<file path="src/rtl/debug_pkg.sv">
// Shared types and constants for the debug frame transmitter.
// Holds the TX state enum, word/byte widths, default header and frame length.
package debug_pkg;

  localparam int DBG_WORD_W = 32;
  localparam int DBG_BYTE_W = 8;

  localparam logic [DBG_BYTE_W-1:0] DEF_HDR_BYTE = 8'hA5;

  typedef enum logic [2:0] {
    IDLE,
    HDR,
    SEQ,
    DATA,
    CSUM
  } tx_state_e;

  // Header + sequence + 4 bytes per word + checksum.
  function automatic int frame_len(input int n);
    return 3 + 4 * n;
  endfunction

endpackage

</file>
<file path="src/rtl/debug_period_timer.sv">
// Free-running auto-trigger: one-cycle tick_o every PERIOD cycles from reset.
// Ports: clk, rst (async, active-high), tick_o (registered pulse).
module debug_period_timer #(
  parameter int PERIOD = 1024
) (
  input  logic clk,
  input  logic rst,
  output logic tick_o
);

  localparam int CW = $clog2(PERIOD);
  localparam logic [CW-1:0] LAST = CW'(PERIOD - 1);

  logic [CW-1:0] cnt_q, cnt_d;
  logic          tick_q, tick_d;

  always_comb begin
    tick_d = (cnt_q == LAST);
    cnt_d  = tick_d ? '0 : cnt_q + 1'b1;
  end

  always_ff @(posedge clk or posedge rst) begin
    if (rst) begin
      cnt_q  <= '0;
      tick_q <= 1'b0;
    end else begin
      cnt_q  <= cnt_d;
      tick_q <= tick_d;
    end
  end

  assign tick_o = tick_q;

endmodule

</file>
<file path="src/rtl/debug_frame_tx.sv">
// Snapshots NUM_WORDS debug words on request and streams them as a
// framed byte sequence: HDR, seq, words MSB-first, XOR checksum.
// Ports: clk, rst (async, active-high), dbg_words_i, snap_req_i,
// tx_data_o/tx_vld_o/tx_rdy_i/tx_last_o (valid/ready byte port),
// busy_o, drop_cnt_o (saturating dropped-request count).
// Macro DEBUG_PERIODIC_EN adds an internal request every PERIOD cycles.
module debug_frame_tx
  import debug_pkg::*;
#(
  parameter int                    NUM_WORDS = 3,
  parameter logic [DBG_BYTE_W-1:0] HDR_BYTE  = DEF_HDR_BYTE,
  parameter int                    PERIOD    = 1024
) (
  input  logic                            clk,
  input  logic                            rst,
  input  logic [NUM_WORDS*DBG_WORD_W-1:0] dbg_words_i,
  input  logic                            snap_req_i,
  output logic [DBG_BYTE_W-1:0]           tx_data_o,
  output logic                            tx_vld_o,
  input  logic                            tx_rdy_i,
  output logic                            tx_last_o,
  output logic                            busy_o,
  output logic [7:0]                      drop_cnt_o
);

  localparam int NB    = 4 * NUM_WORDS;
  localparam int IDX_W = $clog2(NB);
  localparam int SW    = NUM_WORDS * DBG_WORD_W;
  localparam logic [IDX_W-1:0] IDX_LAST = IDX_W'(NB - 1);

  tx_state_e             state_q, state_d;
  logic [DBG_BYTE_W-1:0] data_q, data_d;
  logic                  vld_q, vld_d;
  logic                  last_q, last_d;
  logic [DBG_BYTE_W-1:0] csum_q, csum_d;
  logic [7:0]            seq_q, seq_d;
  logic                  pend_q, pend_d;
  logic [7:0]            drop_q, drop_d;
  logic [IDX_W-1:0]      idx_q, idx_d;
  logic [SW-1:0]         snap_q, snap_d;

  logic                  tick;
  logic                  req;
  logic                  xfer;
  logic [IDX_W-1:0]      idx_nx;
  logic [DBG_BYTE_W-1:0] byte_arr [NB];

`ifdef DEBUG_PERIODIC_EN
  debug_period_timer #(
    .PERIOD(PERIOD)
  ) u_timer (
    .clk   (clk),
    .rst   (rst),
    .tick_o(tick)
  );
`else
  logic unused_period;
  assign unused_period = |PERIOD;
  assign tick = 1'b0;
`endif

  // Byte k of the snapshot: word k/4, big-endian within the word.
  for (genvar k = 0; k < NB; k++) begin : g_byte
    assign byte_arr[k] =
      snap_q[(k/4)*32 + (3-(k%4))*8 +: 8];
  end

  assign req    = snap_req_i | tick;
  assign xfer   = vld_q & tx_rdy_i;
  assign idx_nx = idx_q + 1'b1;

  always_comb begin
    state_d = state_q;
    data_d  = data_q;
    vld_d   = vld_q;
    last_d  = last_q;
    csum_d  = csum_q;
    seq_d   = seq_q;
    pend_d  = pend_q;
    drop_d  = drop_q;
    idx_d   = idx_q;
    snap_d  = snap_q;

    unique case (state_q)
      IDLE: begin
        if (req | pend_q) begin
          state_d = HDR;
          snap_d  = dbg_words_i;
          vld_d   = 1'b1;
          data_d  = HDR_BYTE;
          last_d  = 1'b0;
          csum_d  = '0;
          idx_d   = '0;
          // A fresh request alongside a queued one stays queued.
          pend_d  = pend_q & req;
        end
      end
      HDR: begin
        if (xfer) begin
          state_d = SEQ;
          data_d  = seq_q;
          csum_d  = csum_q ^ data_q;
        end
      end
      SEQ: begin
        if (xfer) begin
          state_d = DATA;
          data_d  = byte_arr[0];
          idx_d   = '0;
          csum_d  = csum_q ^ data_q;
        end
      end
      DATA: begin
        if (xfer) begin
          csum_d = csum_q ^ data_q;
          if (idx_q == IDX_LAST) begin
            state_d = CSUM;
            data_d  = csum_q ^ data_q;
            last_d  = 1'b1;
          end else begin
            idx_d  = idx_nx;
            data_d = byte_arr[idx_nx];
          end
        end
      end
      CSUM: begin
        if (xfer) begin
          state_d = IDLE;
          vld_d   = 1'b0;
          last_d  = 1'b0;
          data_d  = '0;
          seq_d   = seq_q + 8'd1;
        end
      end
      default: state_d = IDLE;
    endcase

    // One-deep queue; overflow is counted, saturating.
    if (state_q != IDLE && req) begin
      if (!pend_q) begin
        pend_d = 1'b1;
      end else if (drop_q != 8'hFF) begin
        drop_d = drop_q + 8'd1;
      end
    end
  end

  always_ff @(posedge clk or posedge rst) begin
    if (rst) begin
      state_q <= IDLE;
      data_q  <= '0;
      vld_q   <= 1'b0;
      last_q  <= 1'b0;
      csum_q  <= '0;
      seq_q   <= '0;
      pend_q  <= 1'b0;
      drop_q  <= '0;
      idx_q   <= '0;
      snap_q  <= '0;
    end else begin
      state_q <= state_d;
      data_q  <= data_d;
      vld_q   <= vld_d;
      last_q  <= last_d;
      csum_q  <= csum_d;
      seq_q   <= seq_d;
      pend_q  <= pend_d;
      drop_q  <= drop_d;
      idx_q   <= idx_d;
      snap_q  <= snap_d;
    end
  end

  assign tx_data_o  = data_q;
  assign tx_vld_o   = vld_q;
  assign tx_last_o  = last_q;
  assign busy_o     = (state_q != IDLE);
  assign drop_cnt_o = drop_q;

endmodule
</file>
<file path="config.mk">
export PLATFORM = sky130hd
export DESIGN_NAME = debug_frame_tx
export DESIGN_NICKNAME = d
export VERILOG_FILES = /design/src/rtl/debug_pkg.sv /design/src/rtl/debug_period_timer.sv /design/src/rtl/debug_frame_tx.sv
export SDC_FILE = /design/constraint.sdc
export NUM_CORES = 1
export LEC_CHECK = 0
export CAP_MARGIN = 30
export CORE_MARGIN = 5
export CORE_UTILIZATION = 40
export CTS_BUF_LIST = sky130_fd_sc_hd__clkbuf_16
export CTS_CLUSTER_DIAMETER = 60
export DETAILED_ROUTE_END_ITERATION = 12
export GPL_ROUTABILITY_DRIVEN = 0
export HOLD_SLACK_MARGIN = 0.15
export PLACE_DENSITY_LB_ADDON = 0.15
export SLEW_MARGIN = 20
export SYNTH_ARGS = -nofsm -noshare
export SYNTH_HDL_FRONTEND = slang
export SYNTH_SLANG_ARGS = --single-unit
</file>
<file path="constraint.sdc">
create_clock -name clk -period 6.6 [get_ports clk]
set_input_delay 1.32 -clock clk [delete_from_list [all_inputs] [get_ports clk]]
set_output_delay 1.32 -clock clk [all_outputs]
set_load 0.05 [all_outputs]
</file>
==> impl_summary.log <==
[metrics] detailed-route via count: roughly 4,400
[metrics] Post-Synthesis Cell Area: between 6000 and 7000 um2
[metrics] DRC violations left: 0
[metrics] HPWL Detailed: ~11 mm
[metrics] Max Buffers Root-to-Sink: 2
[metrics] vias in the first global route: approximately 4,700
[metrics] number of slew-limit violations in the final report: 0
[metrics] startpoint of the worst-slack reg-to-reg timing path: state_q[2]$_DFFE_PP0P_
[metrics] Core Rows: 46
[metrics] critical path startpoint category: flop
[metrics] Synth cell types: 50
[metrics] crit path cell chain: nor3_2 > inv_2 > clkdlybuf4s50_1
[metrics] Setup Total Neg Slack: 0 ps
[metrics] final period demand of the worst path: around 3600 ps
[metrics] count of boundary I/O pins: 119
[metrics] Power Dens Cells: 491 nW/um2
[metrics] area of the die: about 19,000 um2
[metrics] largest net degree at the start of global routing: 89
[metrics] Yosys warning total: 0
[metrics] Clock Skew: 5.89 ps
[metrics] end point of the most critical hold path: seq_q[7]$_DFFE_PP0P_
[metrics] final clock period utilization by the worst path: 54.7%
[metrics] root buf cell: sky130_fd_sc_hd__clkbuf_16
[metrics] utilization after layout: a little over half
[metrics] maximum level of the CTS H-tree: 4
[metrics] run status: complete, no violations
[metrics] post-route worst setup slack: 2990 ps
[metrics] hold_buf cts: 0
[metrics] die boundary height: around 140 um
[metrics] commonest non-fill, non-tap cell in the layout: sky130_fd_sc_hd__dfrtp_1
[metrics] starting density of the core: 40.9%
[metrics] synthesized netlist cell count: between 400 and 500
[metrics] worst-skew pair later-pin latency: around 430 ps
[metrics] total routing resource utilization after global routing: about 17%
[metrics] fraction of synthesis flops using an asynchronous set or reset pin: 100%
[metrics] number of antenna violations at the first check in global routing: 0
[metrics] leading cell types by total area after synthesis: sky130_fd_sc_hd__dfrtp_1 (53%), sky130_fd_sc_hd__mux2_2 (17%), sky130_fd_sc_hd__mux4_2 (8.3%)
[metrics] vias per std cell: ~5.3
[metrics] PortBufs: ~120
[metrics] overall die width: roughly 140 um
[metrics] Max Fanout on Critical Path: 20
[metrics] area growth from synthesis to layout: 30.4%
[metrics] first-pass iteration count of the detailed router: 4
[metrics] reg-to-reg slack, setup: ~3800 ps
[metrics] worst slack after detailed placement: 2700 ps
[metrics] post-synthesis net count: just under 600
[metrics] Post-CTS Setup Inserts: 0
[metrics] number of flops mapped to enable cells by yosys: 0
[metrics] Leakage Power: 3.58 nW
[metrics] mean instance size in the synthesized netlist: around 13 um2
[metrics] worst flop-to-flop path endpoint: snap_q[76]$_DFFE_PP0P_
[metrics] residual overflow from global routing: 0
[metrics] worst rel slew slack: ~48%
[metrics] final setup violation count: 0
[metrics] Worst Hold Depth: 1
[metrics] # resized after CTS: 0
[metrics] count of fill cells added during filler insertion: 1,365
[metrics] crit path capture type: primary output
[metrics] clock tree from TritonCTS: yes
[metrics] flops & latches, synth: roughly 140
[metrics] nets: approximately 700
[metrics] first-pass GRT wire length: 24.7 mm
[metrics] min-delay src: seq_q[7]$_DFFE_PP0P_
[metrics] top_reg_cell synth: sky130_fd_sc_hd__dfrtp_1
[metrics] per-cell routed wire length: about 19 um
[metrics] top library cells by usage in the layout, fill and taps aside: sky130_fd_sc_hd__dfrtp_1 (138), sky130_fd_sc_hd__clkdlybuf4s50_1 (118), sky130_fd_sc_hd__mux2_2 (98)
[metrics] Fin. Hold Viols: 0
[metrics] count of cells along the worst register-to-register path: 6
[metrics] core box area: 15,900 um2
[metrics] clock sink count: 138
[metrics] largest delay contributor family on the critical path: buffers and inverters
[metrics] CP peak stage delay: 820 ps
[metrics] worst vdd ir: about 0.23 mV
[metrics] First DRT Iteration DRCs: 250
[metrics] fraction of synthesized cell area taken by the top area cell type: a little over half
[metrics] number of clock buffers inserted by TritonCTS: 17
[metrics] Total Routed Length: between 15 and 20 mm
[metrics] setup repair after global routing missed its margin: false
[metrics] antenna diode count: 0
[metrics] post-synthesis cell type with the largest combined area: sky130_fd_sc_hd__dfrtp_1
[metrics] clock slew at the register clock pins of the worst setup and hold paths: around 60 ps
[metrics] critical setup path kind: flop to primary output
[metrics] critical path arrival: 2290 ps
[metrics] class of the worst hold path: flop to flop
[metrics] fraction of the yosys area taken by sequential cells: 52.9%
[metrics] Max stage delay cell, worst path: sky130_fd_sc_hd__clkdlybuf4s50_1
[metrics] required time at the worst-slack endpoint: 5280 ps
[metrics] fraction of final layout cells with drive strength greater than 1: a little over a quarter
[metrics] number of violations of the max-capacitance limit: 0
[metrics] measured slew at the worst slew-check pin: roughly 790 ps
[metrics] worst path bufs/invs: 2
[metrics] maximum operating frequency: ~0.28 GHz
[metrics] Detail Route Antenna Nets: 0
## cell families after synthesis
family	Yosys count	share of synthesized area, %
AO/OA/AOI/OAI	58	6.50
XOR/XNOR	25	3.36
adder cells (fa/ha/maj)	4	0.729
buffers and inverters	32	2.38
flip-flops	138	52.9
multiplexers	129	26.3
AND/OR/NAND/NOR	100	7.80
## power by group
group / switching [W] / internal [W] / leakage, nW
Combinational: 0.000808 / 0.000894 / 1.59
Sequential: 0.000281 / 0.00123 / 1.71
Clock: 0.000377 / 0.000594 / 0.285
Total: 0.00147 / 0.00272 / 3.58
## worst max path at each step
| stage | from | endpoint | depth (start not counted) |
|---|---|---|---|
| 3_3_place_gp | snap_req_i | snap_q[70]$_DFFE_PP0P_ | 5 |
| 3_5_place_dp | snap_req_i | snap_q[65]$_DFFE_PP0P_ | 5 |
| 4_1_cts | state_q[2]$_DFFE_PP0P_ | busy_o | 3 |
| 6_report | state_q[2]$_DFFE_PP0P_ | busy_o | 3 |
| 2_1_floorplan | rst | csum_q[0]$_DFFE_PP0P_ | 1 |
| 5_1_grt | state_q[2]$_DFFE_PP0P_ | busy_o | 3 |
## through the flow
| step | total power [W] | std cells | hold slack (ps) | area [um2] |
|---|---|---|---|---|
| floorplan | 0.00272 | 486 | 446 | 6530 |
| global placement | 0.00320 | 796 | 465 | 7880 |
| detailed placement | 0.00324 | 796 | 469 | 7880 |
| CTS | 0.00424 | 828 | 477 | 8480 |
| global route | 0.00443 | 829 | 483 | 8510 |
| finish | 0.00418 | 829 | 469 | 8510 |
## metal layers
metal	up-vias	wire length, um	part of all wire (%)	global-route usage (%)
met5	-	0	0	0
met4	0	292	1.9	6.59
met3	18	836	5.4	4.31
met2	109	7800	50	27.5
met1	2222	6560	42	22.9
li1	2021	-	-	-
## sequential cells by signal (all words and copies together), names as in the netlist
signal	count
drop_cnt_o	8
state_q	3
csum_q	8
tx_last_o	1
snap_q	96
idx_q	4
seq_q	8
pend_q	1
tx_vld_o	1
tx_data_o	8
## cells in the mapped netlist (2+ instances only)
cell and number:
sky130_fd_sc_hd__dfrtp_1 138, sky130_fd_sc_hd__mux2_2 98, sky130_fd_sc_hd__nand2_1 29, sky130_fd_sc_hd__mux4_2 24, sky130_fd_sc_hd__nor2_1 21, sky130_fd_sc_hd__nand3_1 18
sky130_fd_sc_hd__xnor2_1 18, sky130_fd_sc_hd__buf_2 16, sky130_fd_sc_hd__o21ai_0 12, sky130_fd_sc_hd__a21o_1 9, sky130_fd_sc_hd__clkbuf_1 9, sky130_fd_sc_hd__and3_1 8
sky130_fd_sc_hd__xor2_1 7, sky130_fd_sc_hd__a22oi_1 6, sky130_fd_sc_hd__nand4_1 5, sky130_fd_sc_hd__buf_4 4, sky130_fd_sc_hd__mux2i_1 4, sky130_fd_sc_hd__nor2b_1 4
sky130_fd_sc_hd__o32a_1 4, sky130_fd_sc_hd__a21oi_1 3, sky130_fd_sc_hd__a32oi_1 3, sky130_fd_sc_hd__ha_1 3, sky130_fd_sc_hd__mux2_1 3, sky130_fd_sc_hd__o221ai_1 3
sky130_fd_sc_hd__o22ai_1 3, sky130_fd_sc_hd__a211oi_1 2, sky130_fd_sc_hd__a221oi_1 2, sky130_fd_sc_hd__a22o_1 2, sky130_fd_sc_hd__and3b_1 2, sky130_fd_sc_hd__inv_1 2
sky130_fd_sc_hd__nand3b_1 2, sky130_fd_sc_hd__nor2_2 2, sky130_fd_sc_hd__nor3_2 2, sky130_fd_sc_hd__o21ai_1 2
## final cells by class
cell class | instances | area, um2 | share of cell area, %
tap | 216 | 270 | 3.18
clock inverter | 15 | 175 | 2.06
inverter | 3 | 16.3 | 0.191
clock buffer | 17 | 425 | 5.00
multi-input combinational | 316 | 2920 | 34.3
timing repair buffer | 124 | 1250 | 14.6
sequential | 138 | 3450 | 40.6
Power figures use the tool's default switching activity.
